File: src/rtl/ov5640_cfg_ctrl_if.sv
// Write-request bus between the OV5640 configuration controller and the SCCB master.
interface ov5640_cfg_ctrl_if;
    logic        sccb_req;
    logic [15:0] sccb_addr;
    logic [7:0]  sccb_wdata;
    logic        sccb_done;
    logic        sccb_nack;

    modport master (
        output sccb_req, sccb_addr, sccb_wdata,
        input  sccb_done, sccb_nack
    );

    modport slave (
        input  sccb_req, sccb_addr, sccb_wdata,
        output sccb_done, sccb_nack
    );
endinterface

File: src/rtl/ov5640_cfg_ctrl.sv
// OV5640 power-up sequencer: drives PWDN/RESETB timing, then writes a ROM register
// table through the SCCB master with bounded retry on NACK.
module ov5640_cfg_ctrl #(
    parameter int unsigned CLK_FREQ  = 50_000_000,
    parameter int unsigned T_PWDN_MS = 5,
    parameter int unsigned T_RST_MS  = 1,
    parameter int unsigned T_INIT_MS = 20,
    parameter int unsigned REG_NUM   = 250,
    parameter int unsigned ROM_AW    = 8,
    parameter int unsigned MAX_RETRY = 3
) (
    input  logic                  sys_clk,
    input  logic                  sys_rst,
    input  logic                  cfg_start,
    output logic                  cam_pwdn,
    output logic                  cam_reset,
    output logic [ROM_AW-1:0]     rom_addr,
    input  logic [23:0]           rom_data,
    ov5640_cfg_ctrl_if.master     sccb,
    output logic                  cfg_busy,
    output logic                  cfg_done,
    output logic                  cfg_err
);

    localparam int unsigned DIV     = (CLK_FREQ / 1000 > 1) ? CLK_FREQ / 1000 : 1;
    localparam int unsigned PRESC_W = (DIV > 1) ? $clog2(DIV) : 1;
    localparam int unsigned MS_W    = 16;
    localparam int unsigned RETRY_W = (MAX_RETRY > 0) ? $clog2(MAX_RETRY + 1) : 1;

    // S_LOAD covers the ROM read latency; S_ISSUE latches the entry and raises the request.
    // S_RETRY is the one idle cycle between a NACKed attempt and its reissue.
    typedef enum logic [3:0] {
        S_PWDN,
        S_RST,
        S_INIT,
        S_LOAD,
        S_ISSUE,
        S_WAIT,
        S_RETRY,
        S_DONE,
        S_ERR
    } state_t;

    state_t               state, state_d;
    logic [PRESC_W-1:0]   presc, presc_d;
    logic [MS_W-1:0]      ms_cnt, ms_d;
    logic [RETRY_W-1:0]   retry, retry_d;
    logic [ROM_AW-1:0]    rom_addr_d;
    logic                 req_d;
    logic [15:0]          addr_d;
    logic [7:0]           wdata_d;
    logic                 pwdn_d, reset_d, done_d, err_d, busy_d;
    logic                 tick_c;

    // Next-state, timer and output computation
    always_comb begin
        state_d    = state;
        presc_d    = presc;
        ms_d       = ms_cnt;
        retry_d    = retry;
        rom_addr_d = rom_addr;
        req_d      = sccb.sccb_req;
        addr_d     = sccb.sccb_addr;
        wdata_d    = sccb.sccb_wdata;
        pwdn_d     = cam_pwdn;
        reset_d    = cam_reset;
        done_d     = cfg_done;
        err_d      = cfg_err;
        busy_d     = cfg_busy;

        tick_c = (presc == PRESC_W'(DIV - 1));
        if (tick_c) begin
            presc_d = '0;
            ms_d    = ms_cnt + 1'b1;
        end else begin
            presc_d = presc + 1'b1;
        end

        case (state)
            S_PWDN: begin
                if (tick_c && ms_cnt == MS_W'(T_PWDN_MS - 1)) begin
                    state_d = S_RST;
                    pwdn_d  = 1'b0;
                    reset_d = 1'b0;
                end
            end
            S_RST: begin
                if (tick_c && ms_cnt == MS_W'(T_RST_MS - 1)) begin
                    state_d = S_INIT;
                    reset_d = 1'b1;
                end
            end
            S_INIT: begin
                if (tick_c && ms_cnt == MS_W'(T_INIT_MS - 1)) begin
                    state_d    = S_LOAD;
                    rom_addr_d = '0;
                end
            end
            S_LOAD: begin
                state_d = S_ISSUE;
            end
            S_ISSUE: begin
                addr_d  = rom_data[23:8];
                wdata_d = rom_data[7:0];
                req_d   = 1'b1;
                state_d = S_WAIT;
            end
            S_WAIT: begin
                if (sccb.sccb_done) begin
                    req_d = 1'b0;
                    if (!sccb.sccb_nack) begin
                        retry_d = '0;
                        if (rom_addr == ROM_AW'(REG_NUM - 1)) begin
                            state_d = S_DONE;
                            done_d  = 1'b1;
                        end else begin
                            rom_addr_d = rom_addr + 1'b1;
                            state_d    = S_LOAD;
                        end
                    end else if (retry < RETRY_W'(MAX_RETRY)) begin
                        retry_d = retry + 1'b1;
                        state_d = S_RETRY;
                    end else begin
                        state_d = S_ERR;
                        err_d   = 1'b1;
                    end
                end
            end
            S_RETRY: begin
                req_d   = 1'b1;
                state_d = S_WAIT;
            end
            S_DONE, S_ERR: begin
                if (cfg_start) begin
                    state_d    = S_PWDN;
                    done_d     = 1'b0;
                    err_d      = 1'b0;
                    retry_d    = '0;
                    rom_addr_d = '0;
                    pwdn_d     = 1'b1;
                    reset_d    = 1'b0;
                end
            end
            default: begin
                state_d = S_PWDN;
                pwdn_d  = 1'b1;
                reset_d = 1'b0;
                req_d   = 1'b0;
            end
        endcase

        // Every state starts with a fresh ms count
        if (state_d != state) begin
            presc_d = '0;
            ms_d    = '0;
        end

        busy_d = !(state_d == S_DONE || state_d == S_ERR);
    end

    // State and registered outputs
    always_ff @(posedge sys_clk or posedge sys_rst) begin
        if (sys_rst) begin
            state           <= S_PWDN;
            presc           <= '0;
            ms_cnt          <= '0;
            retry           <= '0;
            rom_addr        <= '0;
            sccb.sccb_req   <= 1'b0;
            sccb.sccb_addr  <= '0;
            sccb.sccb_wdata <= '0;
            cam_pwdn        <= 1'b1;
            cam_reset       <= 1'b0;
            cfg_done        <= 1'b0;
            cfg_err         <= 1'b0;
            cfg_busy        <= 1'b1;
        end else begin
            state           <= state_d;
            presc           <= presc_d;
            ms_cnt          <= ms_d;
            retry           <= retry_d;
            rom_addr        <= rom_addr_d;
            sccb.sccb_req   <= req_d;
            sccb.sccb_addr  <= addr_d;
            sccb.sccb_wdata <= wdata_d;
            cam_pwdn        <= pwdn_d;
            cam_reset       <= reset_d;
            cfg_done        <= done_d;
            cfg_err         <= err_d;
            cfg_busy        <= busy_d;
        end
    end

endmodule

File: src/flat_wrapper.sv
// flat-port wrapper written by rule: the top's interface ports become plain ports
module ov5640_cfg_ctrl_flat 
#(
    parameter int unsigned CLK_FREQ  = 50_000_000,
    parameter int unsigned T_PWDN_MS = 5,
    parameter int unsigned T_RST_MS  = 1,
    parameter int unsigned T_INIT_MS = 20,
    parameter int unsigned REG_NUM   = 250,
    parameter int unsigned ROM_AW    = 8,
    parameter int unsigned MAX_RETRY = 3
)
  (sys_clk, sys_rst, cfg_start, cam_pwdn, cam_reset, rom_addr, rom_data, cfg_busy, cfg_done, cfg_err, sccb_sccb_req, sccb_sccb_addr, sccb_sccb_wdata, sccb_sccb_done, sccb_sccb_nack);
  ov5640_cfg_ctrl_if sccb_i ();
  input  logic sys_clk;
  input  logic sys_rst;
  input  logic cfg_start;
  output logic cam_pwdn;
  output logic cam_reset;
  output logic [ROM_AW-1:0] rom_addr;
  input  logic [23:0] rom_data;
  output logic cfg_busy;
  output logic cfg_done;
  output logic cfg_err;
  output wire logic [$bits(sccb_i.sccb_req)-1:0] sccb_sccb_req;
  output wire logic [$bits(sccb_i.sccb_addr)-1:0] sccb_sccb_addr;
  output wire logic [$bits(sccb_i.sccb_wdata)-1:0] sccb_sccb_wdata;
  input wire logic [$bits(sccb_i.sccb_done)-1:0] sccb_sccb_done;
  input wire logic [$bits(sccb_i.sccb_nack)-1:0] sccb_sccb_nack;
  assign sccb_sccb_req = sccb_i.sccb_req;
  assign sccb_sccb_addr = sccb_i.sccb_addr;
  assign sccb_sccb_wdata = sccb_i.sccb_wdata;
  assign sccb_i.sccb_done = sccb_sccb_done;
  assign sccb_i.sccb_nack = sccb_sccb_nack;
  ov5640_cfg_ctrl #(.CLK_FREQ(CLK_FREQ), .T_PWDN_MS(T_PWDN_MS), .T_RST_MS(T_RST_MS), .T_INIT_MS(T_INIT_MS), .REG_NUM(REG_NUM), .ROM_AW(ROM_AW), .MAX_RETRY(MAX_RETRY)) u_core (.sys_clk(sys_clk), .sys_rst(sys_rst), .cfg_start(cfg_start), .cam_pwdn(cam_pwdn), .cam_reset(cam_reset), .rom_addr(rom_addr), .rom_data(rom_data), .sccb(sccb_i), .cfg_busy(cfg_busy), .cfg_done(cfg_done), .cfg_err(cfg_err));
endmodule
File: config.mk
export PLATFORM = sky130hd
export DESIGN_NAME = ov5640_cfg_ctrl_flat
export DESIGN_NICKNAME = d
export VERILOG_FILES = /design/src/rtl/ov5640_cfg_ctrl_if.sv /design/src/rtl/ov5640_cfg_ctrl.sv /design/src/flat_wrapper.sv
export SDC_FILE = /design/constraint.sdc
export NUM_CORES = 1
export LEC_CHECK = 0
export BUFFER_PORTS_ARGS = -buffer_cell sky130_fd_sc_hd__buf_4
export CAP_MARGIN = 20
export CORE_AREA = 3 3 104 106
export CTS_BUF_LIST = sky130_fd_sc_hd__clkbuf_8
export DETAILED_ROUTE_END_ITERATION = 7
export DIE_AREA = 0 0 107 109
export SLEW_MARGIN = 10
export SYNTH_ARGS = -nofsm -noshare
export SYNTH_HDL_FRONTEND = slang
export SYNTH_SLANG_ARGS = --single-unit
File: constraint.sdc
create_clock -name sys_clk -period 2.1 [get_ports sys_clk]
set_input_delay 0.21 -clock sys_clk [delete_from_list [all_inputs] [get_ports sys_clk]]
set_output_delay 0.21 -clock sys_clk [all_outputs]
set_load 0.005 [all_outputs]
==> out/results.ini <==
[timing]
fin_skew_ns=0.0138
tightest_slew_ns=0.464
finalCritPeriodShare_pct=101
timing.slew.headroom_pct=68.8
setup_viol=1
setup_tns_ns=-0.0277
period_minus_slack_ns=2.13
finalHoldViolCount=0
max_freq_ghz=0.470
worst_slack_ns=-0.0277
slew_viol_final=0
hold_slack_ns=0.0916
rsz0062_at_grt=true

[logic_synthesis]
yosys.area.top_type_share_pct=46.9
synth_area_per_cell_sq_um=10.2
ys_top_cells_by_area=dfrtp_1 47%, mux2_2 6.8%, nor3_1 4.8%, xor2_1 4.7%, nand4_1 2.7%
postSynth.asyncResetShare_pct=100
synth_largest_area_cell=dfrtp_1
syn-num-nets=423
ys_ff_latch=76
synth-edff-count=0
synth_warnings=0
synth.distinct_cells=52
yosys-top-cells-count=74 x dfrtp_1, 38 x nor3_1, 25 x nand2_1
synthFlopType=dfrtp_1
synth_cells=388
yosysMostFrequentCell=dfrtp_1
ys_seq_area_share_pct=48.2
syn_area_sq_um=3950

[layout]
fin_area_sq_um=5180
syn_to_final_growth_pct=31.3
layout-drive-gt1-share_pct=34.0
finalNetCount=517
multiInputGateArea_sq_um=1990
fin_cells=619
fillers=889
num_antenna_cells=0
ff_latch_area_sq_um=1910

[worst_setup_path]
r2r_end=u_core.cfg_busy
arrival_ns=2.40
criticalPathCategory=reg2reg
reg2reg_depth=6
rr_startpoint=u_core.presc[7]
end_kind=flip-flop
crit_slowest_cell=or4b_4
critPathTopFamily=simple AND/OR/NAND/NOR gates
path_common_cell=a31oi_4
slowest_delay_ns=0.55
path_buf_inv=1
crit_start=u_core.presc[7]
cp_max_fo=5
crit_required_ns=2.37
crit_chain=or4b_4, nor4_4, buf_6, a31oi_4, or3b_4, a31oi_4
start_kind=flip-flop
regToRegSetupSlack_ns=-0.03

[cts]
clk_pin_slew_ns=0.09
tritoncts=yes
clockBufferDepth=2
insertion_delay_ns=0.34
cts_sinks=76
htree_levels=3
root_buffer=clkbuf_8
numCtsBuffers=9

[grt]
track_usage_pct=16.0
grt_overflow=0
grt_first_pass_wirelength_microns=15200
grt_pass1_vias=3177
grt_max_degree=68
antenna_found_initial=0

[place]
placed_area_sq_um=4850
hpwl_microns=6470
preCtsSetupSlack_ns=-0.0527
port_buffers=66
place_inst=599
routabilityCongestion=0.820

[drt]
vias=3244
drtAntennaViolNets=0
drcViolationCount=0
drtPass1Iterations=4
detail_route.wl_per_cell_microns=14.8
drt_iter0_markers=143
via_per_inst=5.24
routed_wl_microns=9150

[power_and_ir_drop]
ir_drop_mv=0.610
pwr_density_cell_nw_per_um2=1130
cellLeakagePower_nw=2.32

[die]
core_sq_um=9860
start_util_pct=40.0
die_w_microns=107
die_h_microns=109
row_count=36
pin_count=67
dieArea_sq_um=11700

[min_path]
worstHoldEndpoint=u_core.sccb.sccb_addr[14]
min-delay-start=rom_data[22]
hold_depth=2
min_path_type=in2reg

[status]
violations=setup timing
status=finished with violations

[run]
maxCapViolations=0

[routing by layer]
metal | part of all wire (%) | vias to the layer above | track usage, %
met4 | 1.4 | 0 | 5.75
li1 | - | 1596 | -
met2 | 50 | 66 | 26.4
met5 | 0 | - | 0
met3 | 3.1 | 11 | 2.49
met1 | 45 | 1571 | 21.5
[power breakdown]
part / internal [mW] / total, mW / switching (mW) / leakage [nW]
Combinational: 1.23 / 2.32 / 1.09 / 1.22
Sequential: 1.88 / 2.19 / 0.314 / 0.979
Clock: 0.787 / 1.34 / 0.550 / 0.120
Total: 3.89 / 5.85 / 1.96 / 2.32
[how the worst max path moves through the flow]
stage	depth (start not counted)	slack, ns	endpoint
after global placement	6	-0.008	u_core.cfg_busy
after detailed placement	6	-0.05	u_core.cfg_busy
after floorplan	6	-0.06	u_core.ms_cnt[0]
after CTS	6	-0.06	u_core.cfg_busy
after global routing	6	-0.1	u_core.cfg_busy
final	6	-0.03	u_core.cfg_busy
[cell families (layout without fill, tap and decap cells)]
group	after synthesis	in the layout	synth area share, %
fa+ha+maj	6	6	1.90
flops	76	76	48.2
xor+xnor	27	27	5.99
simple gates	162	162	22.9
buf+inv	34	132	3.42
compound gates	52	52	8.94
mux	31	31	8.62
[state kept, by name (all words and copies together) (netlist names)]
register	flops
u_core.sccb.sccb_addr	16
u_core.retry	2
u_core.sccb.sccb_req	1
u_core.cfg_done	1
u_core.cam_pwdn	1
u_core.sccb.sccb_wdata	8
u_core.ms_cnt	16
u_core.cfg_busy	1
u_core.rom_addr	8
u_core.cam_reset	1
u_core.cfg_err	1
u_core.state	4
u_core.presc	16
[cell usage in the layout, fill, tap and decap left out, types with 17 or more instances in the layout]
master / synthesis / routed
buf_4: 0 / 98
nor3_1: 38 / 37
xor2_1: 21 / 21
nand4_1: 17 / 17
mux2_2: 24 / 24
nor2_1: 17 / 17
nand2_1: 25 / 25
dfrtp_1: 74 / 73
[area by class of cell]
class                   instances  share of cell area [%]
flip-flops and latches         76                    36.8
well taps                     133                    3.21
inverters                      13                    1.01
clock buffers                   9                    2.39
repair buffers                104                    16.1
clock inverters                 6                    2.17
multi-input cells             278                    38.3
[what timing repair did]
action	4_1_cts	5_1_grt
hold buffers	1	0
gates resized for setup	2	8
setup buffers	2	2
endpoints found under the hold margin	9	0
endpoints found under the setup margin	3	41
pin swaps	4	4
[through the flow]
stage	util, %	power [mW]
2_1_floorplan	-	3.43
3_3_place_gp	49.2	4.46
5_1_grt	52.5	6.27
3_5_place_dp	49.2	4.51
4_1_cts	52.0	5.89
6_report	52.5	5.85
Note: power is estimated with default switching activity, not from simulation.
